`src/rtl/tt_toggle_pkg.sv`:
```
// Shared encodings and default widths for the multi-channel toggle divider.
package tt_toggle_pkg;

  localparam int DEF_NUM_CH = 4;
  localparam int DEF_DIV_W  = 8;
  localparam int DEF_CH_W   = 2;

  // Channel waveform mode as written through the config port
  typedef enum logic [1:0] {
    MODE_OFF     = 2'd0,
    MODE_TOGGLE  = 2'd1,
    MODE_PULSE   = 2'd2,
    MODE_ONESHOT = 2'd3
  } mode_e;

  // Per-channel sequencing state
  typedef enum logic [1:0] {
    ST_IDLE = 2'd0,
    ST_RUN  = 2'd1,
    ST_DONE = 2'd2
  } ch_state_e;

endpackage

```
`src/rtl/tt_toggle_div_ch.sv`:
```
// One divider channel: wrap counter, channel state, registered out/tick.
// A load restarts the channel from zero; a sync pulse re-phases a running
// channel. A load always wins over a sync in the same cycle.
module tt_toggle_div_ch
  import tt_toggle_pkg::*;
#(
  parameter int DIV_W = DEF_DIV_W
) (
  input  logic             clk,
  input  logic             rst,
  input  logic             i_load,
  input  mode_e            i_mode,
  input  logic [DIV_W-1:0] i_div,
  input  logic             i_sync,
  output logic             o_out,
  output logic             o_tick
);

  ch_state_e        r_state, w_state_nxt;
  mode_e            r_mode, w_mode_nxt;
  logic [DIV_W-1:0] r_div, w_div_nxt;
  logic [DIV_W-1:0] r_cnt, w_cnt_nxt;
  logic             r_out, w_out_nxt;
  logic             r_tick, w_tick_nxt;

  // State and datapath registers
  always_ff @(posedge clk or posedge rst) begin
    if (rst) begin
      r_state <= ST_IDLE;
      r_mode  <= MODE_OFF;
      r_div   <= '0;
      r_cnt   <= '0;
      r_out   <= 1'b0;
      r_tick  <= 1'b0;
    end else begin
      r_state <= w_state_nxt;
      r_mode  <= w_mode_nxt;
      r_div   <= w_div_nxt;
      r_cnt   <= w_cnt_nxt;
      r_out   <= w_out_nxt;
      r_tick  <= w_tick_nxt;
    end
  end

  // Next-state, counter and waveform decode
  always_comb begin
    w_state_nxt = r_state;
    w_mode_nxt  = r_mode;
    w_div_nxt   = r_div;
    w_cnt_nxt   = r_cnt;
    w_out_nxt   = 1'b0;
    w_tick_nxt  = 1'b0;
    if (i_load) begin
      // abrupt restart: output forced low, no tick on the load edge
      w_mode_nxt  = i_mode;
      w_div_nxt   = i_div;
      w_cnt_nxt   = '0;
      w_state_nxt = (i_mode == MODE_OFF) ? ST_IDLE : ST_RUN;
    end else if (i_sync && (r_state == ST_RUN)) begin
      w_cnt_nxt = '0;
    end else begin
      case (r_state)
        ST_RUN: begin
          if (r_cnt == r_div) begin
            w_cnt_nxt  = '0;
            w_tick_nxt = 1'b1;
            case (r_mode)
              MODE_TOGGLE:  w_out_nxt = ~r_out;
              MODE_PULSE:   w_out_nxt = 1'b1;
              MODE_ONESHOT: begin
                w_out_nxt   = 1'b1;
                w_state_nxt = ST_DONE;
              end
              default:      w_out_nxt = 1'b0;
            endcase
          end else begin
            w_cnt_nxt = r_cnt + 1'b1;
            w_out_nxt = (r_mode == MODE_TOGGLE) ? r_out : 1'b0;
          end
        end
        ST_DONE: begin
          w_cnt_nxt = r_cnt;
        end
        ST_IDLE: begin
          w_cnt_nxt = '0;
        end
        default: begin
          w_state_nxt = ST_IDLE;
          w_cnt_nxt   = '0;
        end
      endcase
    end
  end

  assign o_out  = r_out;
  assign o_tick = r_tick;

endmodule

```
`src/rtl/tt_toggle_divider.sv`:
```
// Multi-channel programmable square-wave / pulse generator.
// Config writes use a valid/ready port limited to one write per two cycles.
// Optional macro TOGGLE_SYNC_EN adds sync_in, which re-phases all running
// channels at once.
module tt_toggle_divider
  import tt_toggle_pkg::*;
#(
  parameter int NUM_CH = DEF_NUM_CH,
  parameter int DIV_W  = DEF_DIV_W,
  parameter int CH_W   = DEF_CH_W
) (
  input  logic              clk,
  input  logic              rst,
`ifdef TOGGLE_SYNC_EN
  input  logic              sync_in,
`endif
  input  logic              cfg_valid,
  output logic              cfg_ready,
  input  logic [CH_W-1:0]   cfg_ch,
  input  logic [1:0]        cfg_mode,
  input  logic [DIV_W-1:0]  cfg_div,
  output logic [NUM_CH-1:0] ch_out,
  output logic [NUM_CH-1:0] ch_tick,
  output logic              cfg_err
);

  logic              r_ready;
  logic              r_err;
  logic              w_accept;
  logic              w_in_range;
  logic              w_sync;
  logic [NUM_CH-1:0] w_load;

  assign w_accept   = cfg_valid & r_ready;
  // one extra bit so that NUM_CH == 2**CH_W is representable
  assign w_in_range = ({1'b0, cfg_ch} < (CH_W+1)'(NUM_CH));

`ifdef TOGGLE_SYNC_EN
  assign w_sync = sync_in;
`else
  assign w_sync = 1'b0;
`endif

  // Handshake pacing and sticky out-of-range flag
  always_ff @(posedge clk or posedge rst) begin
    if (rst) begin
      r_ready <= 1'b1;
      r_err   <= 1'b0;
    end else begin
      r_ready <= ~w_accept;
      r_err   <= r_err | (w_accept & ~w_in_range);
    end
  end

  for (genvar g = 0; g < NUM_CH; g++) begin : g_ch
    assign w_load[g] = w_accept & w_in_range & (cfg_ch == CH_W'(g));

    tt_toggle_div_ch #(
      .DIV_W (DIV_W)
    ) u_ch (
      .clk    (clk),
      .rst    (rst),
      .i_load (w_load[g]),
      .i_mode (mode_e'(cfg_mode)),
      .i_div  (cfg_div),
      .i_sync (w_sync),
      .o_out  (ch_out[g]),
      .o_tick (ch_tick[g])
    );
  end

  assign cfg_ready = r_ready;
  assign cfg_err   = r_err;

endmodule

```
`config.mk`:
```
export PLATFORM = sky130hd
export DESIGN_NAME = tt_toggle_divider
export DESIGN_NICKNAME = d
export VERILOG_FILES = /design/src/rtl/tt_toggle_pkg.sv /design/src/rtl/tt_toggle_div_ch.sv /design/src/rtl/tt_toggle_divider.sv
export SDC_FILE = /design/constraint.sdc
export NUM_CORES = 1
export LEC_CHECK = 0
export ABC_CLOCK_PERIOD_IN_PS = 3000
export BUFFER_PORTS_ARGS = -buffer_cell sky130_fd_sc_hd__buf_2
export CELL_PAD_IN_SITES_DETAIL_PLACEMENT = 1
export CELL_PAD_IN_SITES_GLOBAL_PLACEMENT = 1
export CORE_MARGIN = 2
export CORE_UTILIZATION = 50
export CTS_BUF_LIST = sky130_fd_sc_hd__clkbuf_4 sky130_fd_sc_hd__clkbuf_8
export CTS_CLUSTER_DIAMETER = 50
export CTS_CLUSTER_SIZE = 16
export DETAILED_ROUTE_END_ITERATION = 8
export PLACE_DENSITY = 0.85
export SYNTH_ARGS = -nofsm -noshare
export SYNTH_HDL_FRONTEND = slang
export SYNTH_SLANG_ARGS = --single-unit
```
`constraint.sdc`:
```
create_clock -name clk -period 3 [get_ports clk]
set_input_delay 0.15 -clock clk [delete_from_list [all_inputs] [get_ports clk]]
set_output_delay 0.15 -clock clk [all_outputs]
set_load 0.01 [all_outputs]
```
==> flow_summary.json <==
{
  "synthTopCellsByArea": "dfrtp_1 (50%), nand2_1 (7.5%), mux2_2 (5.1%), xnor2_1 (4.0%), xor2_1 (3.4%)",
  "pre_cts_slack_ns": 1.08,
  "syn_area_mm2": 0.00440,
  "fin_area_mm2": 0.00483,
  "timing.fmax_mhz": 495,
  "setup_ws_ns": 0.980,
  "tightestPinTransition_ns": 0.763,
  "num_vias": 3246,
  "r2r-end": "g_ch[3].u_ch.r_cnt[3]$_DFFE_PP0P_",
  "synth-compound-area-share": 0.0938,
  "rr_worst_depth": 5,
  "cts_tree": "done",
  "max_stage_delay_ns": 0.63,
  "ctsHtreeMaxLevel": 3,
  "synth_fa_ha_area_frac": 0.0114,
  "synth_common_cells": "dfrtp_1 (88), nand2_1 (88), mux2_2 (20), xnor2_1 (20), nand3_1 (19)",
  "grt_pass1_vias": 3523,
  "grt_pass1_wl_um": 17500,
  "placementRows": 34,
  "dieWidth_um": 97.8,
  "r2r_slack_ns": 0.98,
  "portBuffers": 23,
  "netlist.area_leader.share": 0.500,
  "yosys_warnings": 0,
  "endpoint": "g_ch[3].u_ch.r_cnt[3]$_DFFE_PP0P_",
  "vdd_drop_max_mv": 0.335,
  "path_clk_slew_ns": 0.10,
  "rsz0062_at_grt": "false",
  "period_minus_slack_ns": 2.02,
  "placed_area_mm2": 0.00459,
  "setup_viol": 0,
  "synthSimpleGateAreaFrac": 0.226,
  "hold_viol_final": 0,
  "dr.pass1.iters": 4,
  "gp_congestion": 0.821,
  "timing.rr.start": "cfg_ready$_DFF_PP1_",
  "path_cells": "nand4_2, nand3b_1, a21oi_1, a21oi_1, o21ai_0",
  "async_flop_share": 1.00,
  "cts_buffer_depth": 2,
  "track_usage": 0.233,
  "powerDensity_mw_per_mm2": 674,
  "clk-insertion-delay-late_ns": 0.37,
  "yosys.area.top_type": "dfrtp_1",
  "ctsRootBufferMaster": "clkbuf_8",
  "p_sw_uw": 1040,
  "avgSynthCellArea_um2": 10.3,
  "critical_path.slowest_cell": "dfstp_2",
  "synth_flop_cell": "dfrtp_1",
  "p_leak_uw": 0.00221,
  "nFillCells": 953,
  "critPathLaunch": "cfg_ready$_DFF_PP1_",
  "cp_max_fo": 13,
  "finalNonFillerCells": 562,
  "die-area_mm2": 0.00957,
  "drive_above_1_share": 0.183,
  "antenna_found_initial": 0,
  "p_int_uw": 2210,
  "status": "complete, no violations",
  "hold_path.class": "input port to flop",
  "synth-edff-count": 0,
  "fp.coreArea_mm2": 0.00864,
  "cap_violations": 0,
  "drt_wl_total_um": 10500,
  "synth-xor-area-share": 0.0736,
  "synthCells": 429,
  "combPwrFrac": 0.213,
  "critPathCaptureType": "flop",
  "initial_utilization": 0.510,
  "area_growth_pct": 9.61,
  "dp.cells": 545,
  "p_clk_frac": 0.290,
  "synth_seq_cells": 89,
  "synth_fp_nets": 448,
  "period_share": 0.673,
  "ys_types": 56,
  "cts_setup_buffers": 0,
  "cpMostUsedCell": "a21oi_1",
  "worst-setup-path-type": "flop to flop",
  "layout.nets": 468,
  "grt_max_degree": 49,
  "clkSinkCount": 89,
  "synth_top_family_by_area": "simple AND/OR/NAND/NOR gates",
  "drv_slew": 0,
  "start_kind": "flop",
  "arrival_ns": 2.26,
  "required_ns": 3.24,
  "cts_made_buffers": 9,
  "hold_slack_ns": 0.0473,
  "hpwlAfterDp_um": 7090,
  "seq_power_share": 0.496,
  "fin_worst_skew_ns": 0.0159,
  "drt-initial-drc-count": 107,
  "io_pins": 25,
  "slew_headroom": 0.491,
  "fp.dieH_um": 97.8,
  "n_antenna_cell": 0,
  "synth_mux_area_frac": 0.0534,
  "drt-wirelength-per-cell_um": 18.6,
  "drc": 0,
  "grt_overflow_total": 0,
  "viasPerCell": 5.78,
  "p_sw_frac": 0.321,
  "setup_tns_ns": 0,
  "ant_nets": 0,
  "ys_seq_area_frac": 0.506
}
[power by group through the flow]
stage	Combinational (uW)	Sequential [uW]	Clock, uW
after floorplan	542	1570	0
after global routing	782	1640	1010
final	694	1610	944
after global placement	637	1620	0
after detailed placement	679	1640	0
after CTS	701	1610	958
[layout make-up]
type                    count  area, um^2  share of cell area
clock buffers              10         138              0.0285
flip-flops and latches     89        2230               0.462
inverters                  11        42.5             0.00882
repair buffers             28         168              0.0347
clock inverters             6        91.3              0.0189
well taps                 108         135              0.0280
multi-input cells         310        2020               0.419
[layer usage]
layer	vias to the layer above	part of all wire	GRT usage	routed length (um)
met2	50	0.52	0.397	5400
met5	-	0	0	0
met1	1653	0.44	0.298	4590
met4	0	0.015	0.0887	153
li1	1529	-	-	-
met3	14	0.031	0.0415	325
[logic make-up after synthesis]
family                     Yosys count
and+or+nand+nor                    186
DFF                                 89
AOI/OAI and AO/OA                   61
xor gates and xnor gates            37
buffers and inverters               30
muxes                               21
adders and majority gates            4
other                                1
[cells in the final DEF (no fill, tap or decap), types with 10 or more instances in the layout]
cell	instances
a21oi_1	14
buf_2	23
clkbuf_8	10
dfrtp_1	88
inv_1	10
mux2_2	20
nand2_1	88
nand3_1	19
nor2_1	11
o21ai_0	11
xnor2_1	20
xor2_1	17
[worst min-delay path by stage]
stage,startpoint,endpoint,slack (ns),cells past startpoint
after detailed placement,rst,g_ch[3].u_ch.r_div[1]$_DFFE_PP0N_,0.31,2
final,cfg_div[0],g_ch[0].u_ch.r_div[0]$_DFFE_PP0N_,0.05,3
after global placement,rst,g_ch[3].u_ch.r_div[2]$_DFFE_PP0N_,0.29,2
after floorplan,cfg_valid,cfg_ready$_DFF_PP1_,0.21,1
after CTS,cfg_div[0],g_ch[0].u_ch.r_div[0]$_DFFE_PP0N_,0.04,3
after global routing,cfg_div[6],g_ch[0].u_ch.r_div[6]$_DFFE_PP0N_,0.06,3
[flip-flops by register name, indices dropped and copies added, names as in the netlist]
signal             cells
cfg_ready              1
g_ch.u_ch.r_div       32
g_ch.u_ch.r_mode       8
g_ch.u_ch.r_state      8
g_ch.u_ch.r_cnt       32
g_ch.u_ch.o_out        4
g_ch.u_ch.o_tick       4
[critical path, delay by kind of cell (launching register included)]
| kind | cells | cell delay (ns) |
|---|---|---|
| DFF | 1 | 0.63 |
| AOI/OAI and AO/OA | 3 | 0.48 |
| and+or+nand+nor | 2 | 0.78 |
[timing repair]
item	in CTS	in global routing
endpoints found under the setup margin	0	0
endpoints found under the hold margin	40	0
gates resized for setup	0	0
hold buffers	1	0
[per-stage QoR]
step	utilization	power [uW]
global placement	0.531	2260
finish	0.559	3250
floorplan	-	2110
detailed placement	0.531	2310
global route	0.559	3430
CTS	0.559	3270
No activity file was read; power rests on OpenSTA's default activity.
